==> src/rtl/ai_exec_responder.sv <==
// Multi-cycle AI execute responder on the EX-stage start/busy/done handshake.
// Dot/MAC walk one packed signed lane per cycle; activations finish in one.
module ai_exec_responder #(
  parameter int LANES  = 4,
  parameter int LANE_W = 8,
  parameter int ACC_W  = 32
) (
  input  logic        clk,
  input  logic        reset,
  input  logic        req_valid,
  output logic        req_ready,
  input  logic [2:0]  req_opcode,
  input  logic [31:0] req_a,
  input  logic [31:0] req_b,
  input  logic [4:0]  req_rd,
  output logic        busy,
  output logic        resp_valid,
  output logic [31:0] resp_result,
  output logic [4:0]  resp_rd
);

  localparam int CW = (LANES > 1) ? $clog2(LANES) : 1;
  localparam int PW = 2 * LANE_W;

  localparam logic [2:0] OP_DOT  = 3'b000;
  localparam logic [2:0] OP_MAC  = 3'b001;
  localparam logic [2:0] OP_RELU = 3'b010;
  localparam logic [2:0] OP_HSIG = 3'b011;
  localparam logic [2:0] OP_STEP = 3'b100;
  localparam logic [2:0] OP_CLR  = 3'b101;

  typedef enum logic [1:0] {
    S_IDLE    = 2'd0,
    S_COMPUTE = 2'd1,
    S_RESP    = 2'd2
  } state_t;

  state_t            r_state;
  logic [2:0]        r_op;
  logic [31:0]       r_a;
  logic [31:0]       r_b;
  logic [4:0]        r_rd;
  logic [CW-1:0]     r_cnt;
  logic [ACC_W-1:0]  r_psum;
  logic [ACC_W-1:0]  r_acc;

  logic              w_accept;
  logic              w_iter;
  logic              w_last;
  logic [LANE_W-1:0] w_al;
  logic [LANE_W-1:0] w_bl;
  logic signed [PW-1:0] w_prod16;
  logic [ACC_W-1:0]  w_prod;
  logic [ACC_W-1:0]  w_sum;
  logic [ACC_W-1:0]  w_acc_sum;
  logic signed [31:0] w_sa;
  logic signed [31:0] w_shr;
  logic [31:0]       w_single;

  assign req_ready = (r_state == S_IDLE);
  assign busy      = (r_state != S_IDLE);
  assign w_accept  = req_valid && req_ready;
  assign w_iter    = (req_opcode == OP_DOT) ||
                     (req_opcode == OP_MAC);
  assign w_last    = (r_cnt == CW'(LANES - 1));

  assign w_al      = r_a[r_cnt*LANE_W +: LANE_W];
  assign w_bl      = r_b[r_cnt*LANE_W +: LANE_W];
  assign w_prod16  = $signed(w_al) * $signed(w_bl);
  assign w_prod    = {{(ACC_W-PW){w_prod16[PW-1]}}, w_prod16};
  assign w_sum     = r_psum + w_prod;
  assign w_acc_sum = r_acc + w_sum;

  assign w_sa      = req_a;
  assign w_shr     = w_sa >>> 2;

  // Single-cycle activation result, taken straight from the request.
  always_comb begin
    w_single = '0;
    case (req_opcode)
      OP_RELU: w_single = req_a[31] ? 32'd0 : req_a;
      OP_STEP: w_single = {31'd0, ~req_a[31]};
      OP_HSIG: begin
        if (w_sa <= -32'sd131072)
          w_single = 32'd0;
        else if (w_sa >= 32'sd131072)
          w_single = 32'h0001_0000;
        else
          w_single = w_shr + 32'h0000_8000;
      end
      default: w_single = 32'd0;
    endcase
  end

  // Control FSM, lane iteration, accumulator and registered response.
  always_ff @(posedge clk or posedge reset) begin
    if (reset) begin
      r_state     <= S_IDLE;
      r_op        <= '0;
      r_a         <= '0;
      r_b         <= '0;
      r_rd        <= '0;
      r_cnt       <= '0;
      r_psum      <= '0;
      r_acc       <= '0;
      resp_valid  <= 1'b0;
      resp_result <= '0;
      resp_rd     <= '0;
    end else begin
      case (r_state)
        S_IDLE: begin
          resp_valid <= 1'b0;
          if (w_accept) begin
            r_op <= req_opcode;
            r_a  <= req_a;
            r_b  <= req_b;
            r_rd <= req_rd;
            if (w_iter) begin
              r_cnt   <= '0;
              r_psum  <= '0;
              r_state <= S_COMPUTE;
            end else begin
              resp_result <= w_single;
              resp_rd     <= req_rd;
              resp_valid  <= 1'b1;
              if (req_opcode == OP_CLR)
                r_acc <= '0;
              r_state <= S_RESP;
            end
          end
        end
        S_COMPUTE: begin
          r_psum <= w_sum;
          r_cnt  <= r_cnt + CW'(1);
          if (w_last) begin
            resp_valid <= 1'b1;
            resp_rd    <= r_rd;
            if (r_op == OP_MAC) begin
              r_acc       <= w_acc_sum;
              resp_result <= w_acc_sum;
            end else begin
              resp_result <= w_sum;
            end
            r_state <= S_RESP;
          end
        end
        S_RESP: begin
          resp_valid <= 1'b0;
          r_state    <= S_IDLE;
        end
        default: begin
          resp_valid <= 1'b0;
          r_state    <= S_IDLE;
        end
      endcase
    end
  end

endmodule

==> config.mk <==
export PLATFORM = sky130hd
export DESIGN_NAME = ai_exec_responder
export DESIGN_NICKNAME = d
export VERILOG_FILES = /design/src/rtl/ai_exec_responder.sv
export SDC_FILE = /design/constraint.sdc
export NUM_CORES = 1
export LEC_CHECK = 0
export BUFFER_PORTS_ARGS = -buffer_cell sky130_fd_sc_hd__buf_4
export CAP_MARGIN = 20
export CORE_AREA = 2 2 165 167
export DETAILED_ROUTE_END_ITERATION = 6
export DIE_AREA = 0 0 167 169
export GPL_TIMING_DRIVEN = 0
export PLACE_DENSITY = 0.69
export SYNTH_ARGS = -nofsm -noshare
export SYNTH_HDL_FRONTEND = slang
export SYNTH_SLANG_ARGS = --single-unit
==> constraint.sdc <==
create_clock -name clk -period 22.4 [get_ports clk]
set_input_delay 2.24 -clock clk [delete_from_list [all_inputs] [get_ports clk]]
set_output_delay 2.24 -clock clk [all_outputs]
set_load 0.1 [all_outputs]
# Word-level counts from Yosys, hierarchy flattened
# Index checks and enable logic that the tools add are counted.
# op_classes
n_bitwise	1
n_lt_le_gt_ge	2
shift	2
n_reduce_logical	11
n_mul	1
n_eq_ne	14
muxes	33
add_sub_neg	4
# ops
op	n
32-bit 2-to-1 mux	13
32-bit case mux with 2 select lines	3
32-bit case mux with 3 select lines	1
32-bit adder	2
32-bit by 6-bit variable part select with 8-bit output	2
32-bit by 19-bit >= comparator with 1-bit output (second input constant)	1
32-bit by 18-bit <= comparator with 1-bit output (second input constant)	1
30-bit by 17-bit adder with 31-bit output (second input constant)	1
31-bit 2-to-1 mux	1
8-bit by 8-bit multiplier with 16-bit output	1
5-bit 2-to-1 mux	3
2-bit 2-to-1 mux	5
5-bit case mux with 2 select lines	1
2-bit case mux with 2 select lines	2
3-bit by 1-bit == test with 1-bit output (second input constant)	2
3-bit by 2-bit == test with 1-bit output (second input constant)	2
3-bit == test (second input constant)	2
2-bit by 1-bit != test with 1-bit output (second input constant)	3
2-bit != test (second input constant)	3
6-bit AND reduction	1
2-bit AND reduction	2
4-bit AND reduction	1
2-bit nonzero test	2
3-bit logical NOT	1
10 further kinds	12
# totals
elab_cells	79
reg_bits	178
output_inout_bits	40
in_bits	75

# Logic depth before layout (Yosys ltp)
# Gate-level depths: netlist (run 1).
# depth
word_depth	7
depth_mapped	41
ltp_nobuf	40

# Worst setup path before layout (run 1)
# No wires, ideal clock.
# synth_timing
path_kind	reg2reg
start	register r_cnt[0]
end	register resp_result[29]
t_arrival_ps	9457
slack_ps	12822
n_path_buf	2
setup_time_ps	121
synth_period_minus_slack_ps	9578
required_ps	22279
path_stages_with_launch	37
path_cell_list	dfrtp_1 clkbuf_1 clkbuf_1 mux4_2 and2_1 fa_1 inv_1 fa_1 inv_1 fa_1 inv_1 fa_1 inv_1 ha_1 o21ai_0 o21ai_1 nand2_1 o2111ai_1 o211ai_1 xnor2_1 ha_1 a21o_1 a21o_1 a21oi_1 nand2_1 xor2_1 ha_1 and3_1 and3_1 nand3_1 nand3_1 o2111a_1 o2111ai_2 a21boi_1 or3_1 and3_1 o22a_1
# synth_between
elab_chain_cells	7
elab_cells_between_ends	11
classes_between	add/sub (2); mul (1); eq/ne (2); shift (2); mux (3); reduce/logical (1)
# synth_rtl
item	line_no	rtl
start, declared	43	logic [CW-1:0] r_cnt;
start signal, assigned	134	r_cnt <= r_cnt + CW'(1);
32-bit by 6-bit variable part select with 8-bit output, on equally long branches	67, 68	
8-bit by 8-bit multiplier with 16-bit output	69	assign w_prod16 = $signed(w_al) * $signed(w_bl);
32-bit adder	71	assign w_sum = r_psum + w_prod;
32-bit adder	72	assign w_acc_sum = r_acc + w_sum;
32-bit 2-to-1 mux	138	if (r_op == OP_MAC) begin
32-bit 2-to-1 mux	135	if (w_last) begin
32-bit case mux with 2 select lines	110	case (r_state)
end signal, assigned	123	resp_result <= w_single;
end signal, assigned	140	resp_result <= w_acc_sum;
end signal, assigned	142	resp_result <= w_sum;
end, declared	18	output logic [31:0] resp_result,
# Several ways; a longest one is shown, not always the timed one. The select of a mux whose other input is x is not followed.
# A chain may end at the register's enable or synchronous reset.

# Worst setup path in the final report (run 1)
# layout_timing
start	register r_cnt[0]
end	register resp_result[25]
# Same word-level chain as after synthesis.

==> impl_metrics.json, run 1 <==
{
  "outcome": "complete, but fails checks",
  "violations": "design-rule violations",
  "cts-buffers-inserted": 17,
  "dieArea_um2": 28200,
  "hold_violations": 0,
  "track_usage": 0.275,
  "drtIter0Drc": 959,
  "final_cell_mix": "dfrtp_1, nand2_1, buf_4",
  "yosys_warnings": 0,
  "wl_per_cell_um": 21.1,
  "hold_buffers": 0,
  "fill_cells": 2329,
  "grt_antenna_before_repair": 2,
  "ios": 115,
  "nNetsFinal": 1717,
  "postCtsSetupRepairBufs": 0,
  "maxCapViolCount": 0,
  "wirelength_um": 38800,
  "cts_tree": "yes",
  "fp-row-count": 60,
  "synth-edff-count": 0,
  "cts_max_path_buffers": 2,
  "core_um2": 26500,
  "finClkSkew_ns": 0.0157,
  "cts.sinks": 178,
  "min_path_type": "flip-flop to flip-flop",
  "rsz0062_at_grt": "false",
  "cpPeakStageDelay_ns": 0.69,
  "critPathKind": "flip-flop to flip-flop",
  "setup_viol": 0,
  "ctsHtreeMaxLevel": 4,
  "cp_max_fo": 10,
  "cts_root_buf": "clkbuf_16",
  "ys_seq_area_frac": 0.334,
  "initial_core_util": 0.504,
  "syn-num-nets": 1582,
  "hpwl_um": 30000,
  "drtPass1Iterations": 7,
  "die_w_um": 167,
  "grt_max_degree": 94,
  "max_freq_mhz": 90.7,
  "grt_overflow": 0,
  "postSynthCellCount": 1351,
  "vias": 11200,
  "fp.dieH_um": 169,
  "viasPerCell": 6.09,
  "final_antenna_net_count": 0,
  "grt_pass1_vias": 11000,
  "post-route-drc-count": 1,
  "setup_tns_ns": 0,
  "ys_types": 66,
  "start_kind": "flip-flop",
  "clock_latency_ns": 0.46,
  "async_reset_ff_frac": 1.00,
  "arrival_ns": 11.35,
  "path_common_cell": "fa_1",
  "fin_crit_ns": 11.03,
  "ys_ff_latch": 178,
  "grt_pass1_wl_um": 60000,
  "syn_area_um2": 13400,
  "crit_slowest_cell": "clkbuf_1",
  "gp_congestion": 0.925,
  "clk_pin_slew_ns": 0.08,
  "relSlewSlack": 0.389,
  "post_cts_resized": 0,
  "worstMarginPinSlew_ns": 0.917,
  "layout_commonest_cell": "dfrtp_1",
  "drive_gt1_frac": 0.168,
  "synthToLayoutAreaGrowth_pct": 15.0,
  "synth_ff_type": "dfrtp_1",
  "worst_ep_required_time_ns": 22.72,
  "avgSynthCellArea_um2": 9.89,
  "min_period_over_period": 0.492,
  "setup.worst_path.end_class": "flip-flop",
  "finalMaxSlewViolations": 0,
  "port_buffers": 114
}
stage by stage:
step	instance area [um^2]	setup WS, ns	std cells	hold WS [ns]	utilization
finish	15400	11.37	1841	0.486	0.579
floorplan	13400	12.82	1351	0.452	-
global placement	14600	10.53	1806	0.457	0.552
CTS	15400	11.34	1840	0.493	0.579
global route	15400	10.71	1840	0.514	0.579
detailed placement	14700	11.41	1808	0.474	0.555
per-layer routing:
metal,global-route usage,part of all wire
met5,0,0.00034
met4,0.117,0.039
met3,0.0587,0.075
met2,0.422,0.45
met1,0.378,0.44
registers in the layout, indices dropped and copies added (netlist names):
| register | flops |
|---|---|
| r_b | 32 |
| resp_rd | 5 |
| r_op | 3 |
| r_psum | 32 |
| r_cnt | 2 |
| resp_result | 32 |
| r_a | 32 |
| r_acc | 32 |
| r_rd | 5 |
| r_state | 2 |
| resp_valid | 1 |
Yosys cell counts (all sizes together) (10+ instances only):
cell	count	area (um^2)
a211oi	10	75.1
a21o	27	203
a21oi	68	340
a221oi	12	105
a22o	46	403
a22oi	19	143
a31oi	22	144
and2	49	307
clkbuf	45	169
dfrtp	178	4450
fa	57	1140
ha	99	1240
inv	114	428
mux2	73	822
mux4	15	338
nand2	119	449
nand2b	10	62.6
nand3	11	60.1
nor2	82	308
nor2b	12	75.1
nor3	17	85.1
o21a	14	105
o21ai	68	340
xnor2	46	403
xor2	23	201
cell families (layout without fill, tap and decap cells):
family	Yosys count	in the layout	share of synthesized area
compound gates	347	347	0.181
fa+ha+maj	156	156	0.178
other cells	0	1	0
flops	178	178	0.334
simple gates	344	344	0.123
buf+inv	162	310	0.0455
xor+xnor	71	71	0.0486
mux	93	93	0.0906
worst max-delay path, delay by kind of cell, from the launching register on:
family / cells / cell delay [ns]
AO/OA/AOI/OAI: 13 / 3.37
adder cells (fa/ha/maj): 7 / 3.21
AND/OR/NAND/NOR: 10 / 1.75
buffers and inverters: 5 / 1.50
XOR/XNOR: 3 / 0.70
flip-flops: 1 / 0.36
worst paths after layout:
kind	startpoint	endpoint	slack, ns	cells past startpoint
worst max-delay path	r_cnt[0]	resp_result[25]	11.37	38
worst min-delay path	resp_result[11]	resp_result[11]	0.49	2
worst max register to register	r_cnt[0]	resp_result[25]	11.37	38
worst min register to register	resp_result[11]	resp_result[11]	0.49	2
max in group asynchronous	reset	r_acc[14]	19.64	3
min in group asynchronous	reset	r_rd[1]	1.87	2
area by class of cell:
class,instances,area [um^2],share of cell area
diodes,1,2.50,0.000163
plain buffers,48,180,0.0117
clock buffers,17,425,0.0277
clock inverters,15,230,0.0150
inverters,114,435,0.0284
multi-input cells,1011,8300,0.541
flip-flops and latches,178,4450,0.290
well taps,341,427,0.0278
repair buffers,116,898,0.0585
Power of run 1 is left out: the tool's default activity adds up to more than one toggle a clock period on the data nets, which glitch-free logic cannot reach.
==> inputs of run 2 (changes only) <==
Settings changed: PLACE_DENSITY 0.69 to 0.72.
Clock period 22.4 ns to 10 ns, I/O delays scaled along.
==> run 2 against run 1 <==
Against the previous run:
- the run now ends clean
- maximum frequency increased by 15%
- sequential share of layout area shrank 0.28 points
- clock-buffer cell count is the same
- global-route usage barely moved
- clock skew shrank 0.0010 ns
==> impl_metrics.json, run 2 (same netlist as run 1, synthesis figures left out) <==
{
  "outcome": "finished, final reports clean",
  "grt_pass1_vias": 11200,
  "fin_cells": 1846,
  "hold_violations": 0,
  "vias": 11200,
  "r2r_end": "resp_result[29]",
  "finalMaxSlewViolations": 0,
  "fp.dieH_um": 169,
  "drtPass1Iterations": 6,
  "place_ws_ns": -1.07,
  "post-route-drc-count": 0,
  "dp.cells": 1808,
  "nNetsFinal": 1723,
  "core_um2": 26500,
  "worstHoldPathCells": 2,
  "min_period_over_period": 0.958,
  "die_w_um": 167,
  "worstMarginPinSlew_ns": 0.986,
  "max_freq_mhz": 104,
  "cpPeakStageDelay_ns": 0.55,
  "fp-row-count": 60,
  "critPathKind": "flip-flop to flip-flop",
  "drive_gt1_frac": 0.186,
  "hold_buffers": 0,
  "setup.worst_path.end_class": "flip-flop",
  "fin_ws_ns": 0.416,
  "use_met1": 0.377,
  "arrival_ns": 9.92,
  "crit_slowest_cell": "fa_1",
  "cts_max_path_buffers": 2,
  "layout_commonest_cell": "dfrtp_1",
  "top_usage_layer": "met2",
  "worstHoldStart": "resp_result[11]",
  "rrSetupSlack_ns": 0.42,
  "track_usage": 0.275,
  "cp_max_fo": 17,
  "antenna_cells": 0,
  "start_kind": "flip-flop",
  "dieArea_um2": 28200,
  "relSlewSlack": 0.341,
  "reg2regPathDepth": 38,
  "grtUsageMet3": 0.0606,
  "clk_pin_slew_ns": 0.08,
  "wirelength_um": 38900,
  "ctsHtreeMaxLevel": 4,
  "holdPathEnd": "resp_result[11]",
  "grt_pass1_wl_um": 60600,
  "setup_viol": 0,
  "final_cell_mix": "dfrtp_1, buf_4, nand2_1",
  "finClkSkew_ns": 0.0147,
  "r2r_start": "r_cnt[1]",
  "ios": 115,
  "cts_tree": "yes",
  "min_path_type": "flip-flop to flip-flop",
  "wl_per_cell_um": 21.1,
  "synthToLayoutAreaGrowth_pct": 16.1,
  "maxCapViolCount": 0,
  "grt_antenna_before_repair": 0,
  "viasPerCell": 6.08,
  "port_buffers": 114,
  "cts-buffers-inserted": 17,
  "initial_core_util": 0.504,
  "final_antenna_net_count": 0,
  "worst_ep_required_time_ns": 10.34,
  "gp_congestion": 0.938,
  "clock_latency_ns": 0.45,
  "drtIter0Drc": 930,
  "grt_overflow": 0,
  "hpwl_um": 29700,
  "fin_crit_ns": 9.58,
  "grt_max_degree": 115,
  "cts.sinks": 178,
  "cts_root_buf": "clkbuf_16",
  "hold_ws_ns": 0.477,
  "grtUsageMet2": 0.428
}
## run 2: cell count changes in the layout (fill, tap and decap cells not counted), sizes merged
cell	change
clkbuf	-2
clkinv	-1
buf	+8
inv	+1
diode	-1
## run 2: worst max-delay path: cells and delay by family (launching register included)
| kind | cells | cell delay, ns |
|---|---|---|
| AO/OA/AOI/OAI | 11 | 2.34 |
| adder cells (fa/ha/maj) | 7 | 3.08 |
| flip-flops | 1 | 0.35 |
| buffers and inverters | 7 | 1.05 |
| XOR/XNOR | 2 | 0.47 |
| AND/OR/NAND/NOR | 10 | 1.72 |
| multiplexers | 1 | 0.46 |
## run 2: area by class of cell
| class | instances | area [um^2] |
|---|---|---|
| clock buffer | 17 | 425 |
| sequential | 178 | 4450 |
| timing repair buffer | 122 | 943 |
| tap | 341 | 427 |
| inverter | 114 | 435 |
| multi-input combinational | 1011 | 8390 |
| buffer | 48 | 200 |
| clock inverter | 15 | 226 |
| fill | 2287 | 11000 |
## run 2: worst max-delay path by stage
| stage | start | endpoint | slack [ns] | cells after the start |
|---|---|---|---|---|
| floorplan | r_cnt[0] | resp_result[29] | 0.42 | 36 |
| global placement | r_cnt[0] | resp_result[25] | -1.88 | 35 |
| detailed placement | r_cnt[0] | resp_result[25] | -1.07 | 38 |
| CTS | r_cnt[0] | r_acc[31] | 0.01 | 39 |
| global route | r_cnt[0] | resp_result[29] | -0.02 | 38 |
| finish | r_cnt[1] | resp_result[29] | 0.42 | 38 |
## run 2: stage by stage
stage                     TNS, ns  cell area (um^2)  utilization
after detailed placement   -15.06             14700        0.555
after global placement     -34.49             14600        0.552
after CTS                       0             15400        0.580
after floorplan                 0             13400            -
final                           0             15500        0.585
after global routing      -0.0743             15500        0.585
## run 2: what timing repair did
item / in CTS / in global routing
setup endpoints to repair: 27 / 21
pin swaps: 0 / 4
gates cloned: 0 / 0
setup buffers: 0 / 6
gates resized for setup: 10 / 21
## run 2: per-layer routing
layer / part of all wire / vias to the layer above
met5: 0 / -
met4: 0.034 / 0
met3: 0.077 / 84
met2: 0.46 / 452
met1: 0.43 / 5576
li1: - / 5106
Power of run 2 is left out for the same reason.
==> inputs of run 3 (changes only) <==
Settings changed: ABC_AREA from default to 1, CORE_AREA 2 2 165 167 to 2 2 174 176, DIE_AREA 0 0 167 169 to 0 0 176 178, PLACE_DENSITY 0.72 to 0.71.
==> run 3 against run 2 <==
Against the previous run:
- register-to-register slack improved by 0.13 ns
- synthesized area up 11%
- first-iteration DRC count grew 28%
- cell count is 36% higher
- non-clock buffer count fell by 3
- die area is 11% higher
- synthesized cell count grew 46%
- utilization is 0.93 points lower
==> impl_metrics.json, run 3 <==
{
  "crit_slowest_cell": "fa_1",
  "cpPeakStageDelay_ns": 0.54,
  "ys_types": 54,
  "grt_max_degree": 127,
  "async_reset_ff_frac": 1.00,
  "wirelength_um": 49000,
  "fp.dieH_um": 178,
  "grt_overflow": 0,
  "outcome": "finished, final reports clean",
  "synth_ff_type": "dfrtp_1",
  "synth_area_leaders": "dfrtp_1, nand2_1, ha_1, fa_1, inv_1",
  "vias": 14100,
  "min_path_type": "flip-flop to flip-flop",
  "place_ws_ns": -0.0939,
  "finalMaxSlewViolations": 0,
  "postSynthCellCount": 1977,
  "grt_pass1_wl_um": 76600,
  "setup.worst_path.end_class": "flip-flop",
  "cp_max_fo": 17,
  "synthTopCellsByCount": "nand2_1, inv_1, dfrtp_1",
  "fin_crit_ns": 9.45,
  "core_um2": 29400,
  "post-synth-top-count-cell": "nand2_1",
  "reg2regPathDepth": 42,
  "synthToLayoutAreaGrowth_pct": 14.4,
  "cts-buffers-inserted": 17,
  "clock_latency_ns": 0.46,
  "setup_tns_ns": 0,
  "ys_ff_latch": 178,
  "clk_pin_slew_ns": 0.08,
  "track_usage": 0.321,
  "relSlewSlack": 0.404,
  "port_buffers": 114,
  "syn-num-nets": 2208,
  "syn_area_um2": 14800,
  "hold_buffers": 0,
  "setup_viol": 0,
  "grt_pass1_vias": 13900,
  "cts_max_path_buffers": 2,
  "avgSynthCellArea_um2": 7.48,
  "hpwl_um": 39100,
  "antenna_cells": 0,
  "final_antenna_net_count": 0,
  "gp_congestion": 0.957,
  "initial_core_util": 0.503,
  "fin_ws_ns": 0.551,
  "finClkSkew_ns": 0.0171,
  "worst_ep_required_time_ns": 10.34,
  "post_dp_cell_area_um2": 16200,
  "fp-row-count": 63,
  "ys_seq_area_frac": 0.301,
  "drtIter0Drc": 1187,
  "fill_cells": 2814,
  "cts.sinks": 178,
  "max_freq_mhz": 106,
  "drtPass1Iterations": 6,
  "viasPerCell": 5.60,
  "wl_per_cell_um": 19.5,
  "layout_commonest_cell": "nand2_1",
  "cts_tree": "yes",
  "postCtsSetupRepairBufs": 0,
  "worstMarginPinSlew_ns": 0.894,
  "ctsHtreeMaxLevel": 4,
  "arrival_ns": 9.79,
  "yosys.area.top_type": "dfrtp_1",
  "nNetsFinal": 2342,
  "dieArea_um2": 31300,
  "design_area_um2": 16900,
  "synth-edff-count": 0,
  "worstHoldPathCells": 2,
  "post-route-drc-count": 0,
  "maxCapViolCount": 0,
  "ios": 115,
  "drive_gt1_frac": 0.134,
  "min_period_over_period": 0.945,
  "final_cell_mix": "nand2_1, inv_1, dfrtp_1",
  "cts_root_buf": "clkbuf_16",
  "hold_violations": 0,
  "yosysTopAreaCellShare": 0.301,
  "die_w_um": 176,
  "yosys_warnings": 0,
  "start_kind": "flip-flop",
  "critPathKind": "flip-flop to flip-flop",
  "grt_antenna_before_repair": 0
}
==> run 3: cell count changes in the layout (fill, tap and decap cells not counted), moves of 47 or more <==
cell / delta
nand2_1: +320
inv_1: +186
nor2_1: +89
nand3_1: +79
o21ai_0: +70
and2_1: -47
==> run 3: through the flow <==
stage | util | cells | hold slack (ns)
3_3_place_gp | 0.549 | 2481 | 0.463
6_report | 0.576 | 2514 | 0.491
5_1_grt | 0.576 | 2514 | 0.513
3_5_place_dp | 0.550 | 2482 | 0.473
2_1_floorplan | - | 1977 | 0.453
4_1_cts | 0.572 | 2514 | 0.495
==> run 3: final timing paths <==
kind | end | slack [ns] | startpoint
worst max-delay path | resp_result[31] | 0.55 | r_cnt[0]
worst min-delay path | resp_result[16] | 0.49 | resp_result[16]
worst max register to register | resp_result[31] | 0.55 | r_cnt[0]
worst min register to register | resp_result[16] | 0.49 | resp_result[16]
max in group asynchronous | r_psum[0] | 8.46 | reset
min in group asynchronous | resp_result[27] | 0.54 | reset
==> run 3: logic make-up (layout without fill, tap and decap cells) <==
kind of cell             after synthesis  after routing  synth area share
flip-flops                           178            178             0.301
XOR/XNOR                              49             49            0.0310
adder cells (fa/ha/maj)              156            156             0.161
multiplexers                          29             29            0.0221
AND/OR/NAND/NOR                      808            808             0.233
buffers and inverters                362            509            0.0937
AO/OA/AOI/OAI                        395            395             0.158
==> run 3: area by class of cell <==
| class | count | area (um^2) | area share |
|---|---|---|---|
| Multi-Input combinational cell | 1437 | 9070 | 0.536 |
| Buffer | 52 | 228 | 0.0135 |
| Sequential cell | 178 | 4450 | 0.263 |
| Tap cell | 390 | 488 | 0.0288 |
| Timing Repair Buffer | 115 | 883 | 0.0522 |
| Inverter | 310 | 1170 | 0.0692 |
| Clock inverter | 15 | 209 | 0.0123 |
| Clock buffer | 17 | 425 | 0.0251 |
==> run 3: timing repair <==
action / CTS / global route
gates cloned: 0 / 0
setup endpoints to repair: 3 / 23
gates resized for setup: 1 / 24
==> run 3: critical path: cells and delay by family (launching register included) <==
| kind | cells | cell delay (ns) |
|---|---|---|
| flip-flops | 1 | 0.47 |
| AO/OA/AOI/OAI | 5 | 1.45 |
| buffers and inverters | 10 | 1.35 |
| XOR/XNOR | 1 | 0.37 |
| AND/OR/NAND/NOR | 19 | 2.52 |
| adder cells (fa/ha/maj) | 7 | 3.15 |
==> run 3: per-layer routing <==
metal  global-route usage  wire, um  part of all wire  vias up
li1                     -         -                 -     6703
met1                0.420     21100              0.43     6764
met4                0.131      2060             0.042        0
met5                    0         0                 0        -
met2                0.544     23300              0.47      496
met3               0.0377      2590             0.053      105
Power of run 3 is left out for the same reason.
